File: config.mk
export PLATFORM = sky130hd
export DESIGN_NAME = clint_arb
export DESIGN_NICKNAME = d
export VERILOG_FILES = /design/src/rtl/clint_arb.sv
export SDC_FILE = /design/constraint.sdc
export NUM_CORES = 1
export LEC_CHECK = 0
export ABC_AREA = 0
export CORE_AREA = 2 2 83 85
export DETAILED_ROUTE_END_ITERATION = 12
export DIE_AREA = 0 0 85 87
export PLACE_DENSITY = 0.79
export SYNTH_ARGS = -nofsm -noshare
export SYNTH_HDL_FRONTEND = slang
export SYNTH_SLANG_ARGS = --single-unit
File: constraint.sdc
create_clock -name clk -period 2.5 [get_ports clk]
set_clock_uncertainty 0.2 [all_clocks]
set_input_delay 0.25 -clock clk [delete_from_list [all_inputs] [get_ports clk]]
set_output_delay 0.25 -clock clk [all_outputs]
set_load 0.05 [all_outputs]
File: src/rtl/clint_arb.sv
// Core-local interrupt controller: edge-captured sources, fixed-priority arbitration,
// mepc/mstatus/mcause entry sequence, handler redirect and mret handling.
module clint_arb #(
  parameter int                DATA_W        = 16,
  parameter int                ADDR_W        = 16,
  parameter int                NUM_IRQ       = 4,
  parameter int                VECTORED      = 0,
  parameter int                VEC_STRIDE    = 4,
  parameter int                CAUSE_BASE    = 16,
  parameter logic [DATA_W-1:0] MRET_INST     = '0,
  parameter int                MIE_BIT       = 3,
  parameter int                MPIE_BIT      = 7,
  parameter logic [ADDR_W-1:0] CSR_MEPC_A    = ADDR_W'('h341),
  parameter logic [ADDR_W-1:0] CSR_MSTATUS_A = ADDR_W'('h300),
  parameter logic [ADDR_W-1:0] CSR_MCAUSE_A  = ADDR_W'('h342)
) (
  input  logic                       clk,
  input  logic                       rst_n,
  input  logic [NUM_IRQ-1:0]         irq_in_i,
  input  logic [NUM_IRQ-1:0]         irq_en_i,
  input  logic                       global_int_en_i,
  input  logic [DATA_W-1:0]          inst_data_i,
  input  logic [ADDR_W-1:0]          inst_addr_i,
  input  logic                       jump_flag_i,
  input  logic [ADDR_W-1:0]          jump_addr_i,
  input  logic [DATA_W-1:0]          csr_mtvec_i,
  input  logic [DATA_W-1:0]          csr_mepc_i,
  input  logic [DATA_W-1:0]          csr_mstatus_i,
  output logic                       hold_flag_int_o,
  output logic                       csr_we_o,
  output logic [ADDR_W-1:0]          csr_waddr_o,
  output logic [DATA_W-1:0]          csr_wdata_o,
  output logic                       int_assert_o,
  output logic [ADDR_W-1:0]          int_addr_o,
  output logic [$clog2(NUM_IRQ)-1:0] int_id_o
);

  localparam int ID_W = $clog2(NUM_IRQ);

  // IDLE: arbitrate | MEPC/MSTATUS/MCAUSE: entry CSR writes | ASSERT: redirect to handler
  // RET_ST: mret mstatus restore | RET_AS: redirect to mepc
  typedef enum logic [2:0] {
    S_IDLE, S_MEPC, S_MSTATUS, S_MCAUSE, S_ASSERT, S_RET_ST, S_RET_AS
  } state_e;

  state_e              state_q, state_d;
  logic [NUM_IRQ-1:0]  pending_q, pending_d;
  logic [NUM_IRQ-1:0]  irq_d_q, irq_d_d;
  logic [ID_W-1:0]     id_q, id_d;
  logic [ADDR_W-1:0]   ret_addr_q, ret_addr_d;
  logic [DATA_W-1:0]   cause_q, cause_d;

  logic [NUM_IRQ-1:0]  req, clr;
  logic [ID_W-1:0]     winner;
  logic                take, mret;
  logic [DATA_W-1:0]   mst_entry, mst_ret, vec_tgt;

  always_ff @(posedge clk or negedge rst_n) begin
    if (!rst_n) begin
      state_q    <= S_IDLE;
      pending_q  <= '0;
      irq_d_q    <= '0;
      id_q       <= '0;
      ret_addr_q <= '0;
      cause_q    <= '0;
    end else begin
      state_q    <= state_d;
      pending_q  <= pending_d;
      irq_d_q    <= irq_d_d;
      id_q       <= id_d;
      ret_addr_q <= ret_addr_d;
      cause_q    <= cause_d;
    end
  end

  always_comb begin
    state_d      = state_q;
    id_d         = id_q;
    ret_addr_d   = ret_addr_q;
    cause_d      = cause_q;
    irq_d_d      = irq_in_i;
    csr_we_o     = 1'b0;
    csr_waddr_o  = '0;
    csr_wdata_o  = '0;
    int_assert_o = 1'b0;
    int_addr_o   = '0;

    req    = pending_q & irq_en_i;
    winner = '0;
    for (int i = NUM_IRQ - 1; i >= 0; i--) begin
      if (req[i]) winner = ID_W'(i);
    end
    take = (state_q == S_IDLE) && global_int_en_i && (|req);
    mret = (state_q == S_IDLE) && !take && (inst_data_i == MRET_INST);

    // A new edge on the source being taken survives the clear, so it is serviced again.
    clr       = take ? (NUM_IRQ'(1) << winner) : '0;
    pending_d = (pending_q & ~clr) | (irq_in_i & ~irq_d_q);

    mst_entry           = csr_mstatus_i;
    mst_entry[MPIE_BIT] = csr_mstatus_i[MIE_BIT];
    mst_entry[MIE_BIT]  = 1'b0;
    mst_ret             = csr_mstatus_i;
    mst_ret[MIE_BIT]    = csr_mstatus_i[MPIE_BIT];
    mst_ret[MPIE_BIT]   = 1'b1;

    vec_tgt = (VECTORED != 0) ? csr_mtvec_i + DATA_W'(VEC_STRIDE) * DATA_W'(id_q)
                              : csr_mtvec_i;

    case (state_q)
      S_IDLE: begin
        if (take) begin
          state_d    = S_MEPC;
          id_d       = winner;
          ret_addr_d = jump_flag_i ? jump_addr_i : inst_addr_i;
          cause_d    = (DATA_W'(1) << (DATA_W - 1)) | (DATA_W'(CAUSE_BASE) + DATA_W'(winner));
        end else if (mret) begin
          state_d = S_RET_ST;
        end
      end
      S_MEPC: begin
        state_d     = S_MSTATUS;
        csr_we_o    = 1'b1;
        csr_waddr_o = CSR_MEPC_A;
        csr_wdata_o = DATA_W'(ret_addr_q);
      end
      S_MSTATUS: begin
        state_d     = S_MCAUSE;
        csr_we_o    = 1'b1;
        csr_waddr_o = CSR_MSTATUS_A;
        csr_wdata_o = mst_entry;
      end
      S_MCAUSE: begin
        state_d     = S_ASSERT;
        csr_we_o    = 1'b1;
        csr_waddr_o = CSR_MCAUSE_A;
        csr_wdata_o = cause_q;
      end
      S_ASSERT: begin
        state_d      = S_IDLE;
        int_assert_o = 1'b1;
        int_addr_o   = ADDR_W'(vec_tgt);
      end
      S_RET_ST: begin
        state_d     = S_RET_AS;
        csr_we_o    = 1'b1;
        csr_waddr_o = CSR_MSTATUS_A;
        csr_wdata_o = mst_ret;
      end
      S_RET_AS: begin
        state_d      = S_IDLE;
        int_assert_o = 1'b1;
        int_addr_o   = ADDR_W'(csr_mepc_i);
      end
      default: state_d = S_IDLE;
    endcase

    hold_flag_int_o = rst_n & ((state_q != S_IDLE) | take | mret);
  end

  assign int_id_o = id_q;

endmodule

==> results.yml <==
detailed_routing:
  via_per_inst: 4.80
  firstDrtPassIters: 4
  wl_um: 6440
  drc: 0
  initialDrtViolationCount: 33
  route.vias.total: 2284
  antenna_left: 0
  wire_per_inst_um: 13.5
die:
  initial_core_util: 0.327
  dieArea_sq_um: 7400
  die_width_um: 85
  core_sq_um: 6570
  die-height_um: 87
  num_rows: 30
  io_pins: 161
cts:
  clk_path_buf_depth: 2
  clock_sinks: 30
  root_buffer: "clkbuf_8"
  cts_hold_buf: 0
  path_clk_slew_ns: 0.06
  clock_latency_ns: 0.27
  cts_buffers: 5
  cts_max_level: 2
  cts_tree: "yes"
  cts_setup_buffers: 0
global_route:
  grt_max_degree: 35
  globalRoute.busiestLayer: "met2"
  grt_pass1_vias: 2304
  grt_first_pass_wirelength_um: 10300
  met3_usage: 0.0322
  met2_usage: 0.320
  grt_remaining_overflow: 0
  antenna_found_initial: 0
  grt_use_met1: 0.193
  grtUsageTotal: 0.171
outcome:
  status: "finished, final reports clean"
setup_path:
  cp_slowest_cell: "dfrtp_1"
  reg2reg_slack_ns: 0.50
  worstRegToRegCells: 3
  cp-start-kind: "flip-flop"
  required_ns: 2.05
  cp_cell_sequence: "nor2b_2, and2_2, nand2_1, o21ai_0, buf_12"
  cp-end-kind: "output pin"
  path_max_fanout: 13
  crit_path_max_incr_delay_ns: 0.54
  path_class: "flip-flop to output pin"
  arrival_ns: 1.84
final_layout:
  multi_input_area_sq_um: 1210
  syn2layout_area_growth_pct: 88.2
  fin_cells: 476
  ff_latch_area_sq_um: 751
  final_util: 0.615
  drive_gt1_frac: 0.167
  n_antenna_cell: 0
  num-fill-cells: 541
  layout.nets: 505
logic_synthesis:
  ys_ff_latch: 30
  synth_edf_count: 0
  ys_warn_count: 0
  synth_top_area_cell: "dfrtp_1"
  yosysMostFrequentCell: "mux2i_1"
  netlist_area_sq_um: 2150
  synth_top_area_frac: 0.350
  synth-main-ff-cell: "dfrtp_1"
  ys_seq_area_frac: 0.350
  synth_common_cells: "mux2i_1, nand2_1, o21ai_0"
  async_flop_share: 1.00
  synth_cell_types: 29
  syn-instance-count: 253
  avgSynthCellArea_sq_um: 8.48
  synthTopCellsByArea: "dfrtp_1, mux2i_1, o21ai_0"
place:
  numPortBuffers: 149
  gp_congestion: 0.765
  dpl.cell_count: 470
  dpl.hpwl_um: 5420
timing:
  holdWs_ns: 0.220
  fin_setup_tns_ns: 0
  relSlewSlack: 0.668
  slew_viol_final: 0
  worst_pin_slew_ns: 0.496
  setup_viol: 0
  fmax_ghz: 0.437
  grt_setup_unrepaired: "false"
  fin_crit_sh: 0.916
  fin_crit_ns: 2.29
  hold_viol_final: 0
pwr:
  total_power_uw: 4530
  p_leak_uw: 0.00174
  power_density_nw_per_um2: 1120
  peakVddDrop_mv: 0.790
job:
  cap_viol_max_count: 0
worst_hold_path:
  hold_class: "primary input to asynchronous set/reset pin"
==> report_power, final <==
part,internal [uW],switching [uW],total (uW)
Sequential,668,149,817
Combinational,1450,1890,3340
Clock,212,162,374
==> worst max-delay path, delay by kind of cell (launching register included) <==
family          cells  cell delay (ns)
buf+inv             1             0.19
flops               1             0.54
simple gates        3             0.65
compound gates      1             0.18
==> final timing paths <==
check | endpoint | startpoint
min in group clk | pending_q[0]$_DFF_PN0_ | irq_d_q[0]$_DFF_PN0_
min | irq_d_q[2]$_DFF_PN0_ | rst_n
max | csr_wdata_o[6] | state_q[0]$_DFFE_PN0P_
max reg2reg | int_id_o[0]$_DFFE_PN0P_ | state_q[0]$_DFFE_PN0P_
max in group asynchronous | ret_addr_q[2]$_DFFE_PN0P_ | rst_n
min reg2reg | pending_q[0]$_DFF_PN0_ | irq_d_q[0]$_DFF_PN0_
==> cells in the final DEF (no fill, tap or decap), drive strengths merged <==
cell type / n
a21oi: 2
a22o: 4
a22oi: 6
a32o: 1
and2: 2
buf: 49
clkbuf: 6
clkdlybuf4s50: 109
conb: 11
dfrtp: 30
inv: 9
mux2: 3
mux2i: 43
nand2: 42
nand2b: 3
nand3: 2
nand4: 2
nor2: 23
nor2b: 3
nor4: 4
nor4b: 1
o21a: 2
o21ai: 36
o31ai: 1
or4b: 1
xor2: 1
==> metal layers <==
metal / routed length (um) / share of wire
met5: 0 / 0
met4: 112 / 0.017
met3: 467 / 0.073
met2: 3300 / 0.51
met1: 2560 / 0.40
==> cell families (layout without fill, tap and decap cells) <==
| kind of cell | count (synthesis) | count (layout) | share of synthesized area |
|---|---|---|---|
| buffers and inverters | 40 | 173 | 0.107 |
| xor gates and xnor gates | 1 | 1 | 0.00408 |
| other | 1 | 11 | 0.00175 |
| DFF | 30 | 30 | 0.350 |
| and+or+nand+nor | 83 | 83 | 0.177 |
| muxes | 46 | 46 | 0.216 |
| AOI/OAI and AO/OA | 52 | 52 | 0.145 |
==> repair_timing <==
item,4_1_cts,5_1_grt
endpoints found under the setup margin,1,2
gates resized for setup,1,2
endpoints found under the hold margin,0,0
==> sequential cells by signal (all words and copies together) (netlist names) <==
| signal | count |
|---|---|
| int_id_o | 1 |
| state_q | 3 |
| irq_d_q | 4 |
| cause_q | 2 |
| pending_q | 4 |
| ret_addr_q | 16 |
==> per-stage QoR <==
stage          worst slack, ns  instance area [sq um]
3_3_place_gp             0.369                   3950
2_1_floorplan          -0.0118                   2190
5_1_grt                 0.0731                   4040
6_report                 0.211                   4040
3_5_place_dp             0.321                   3950
4_1_cts                  0.125                   4030
==> area by class of cell <==
type / instances / area share
tap: 80 / 0.0248
sequential: 30 / 0.186
timing repair buffer: 158 / 0.460
clock buffer: 6 / 0.0204
inverter: 9 / 0.00836
multi-input combinational: 193 / 0.300
No activity file was read; power rests on OpenSTA's default activity.
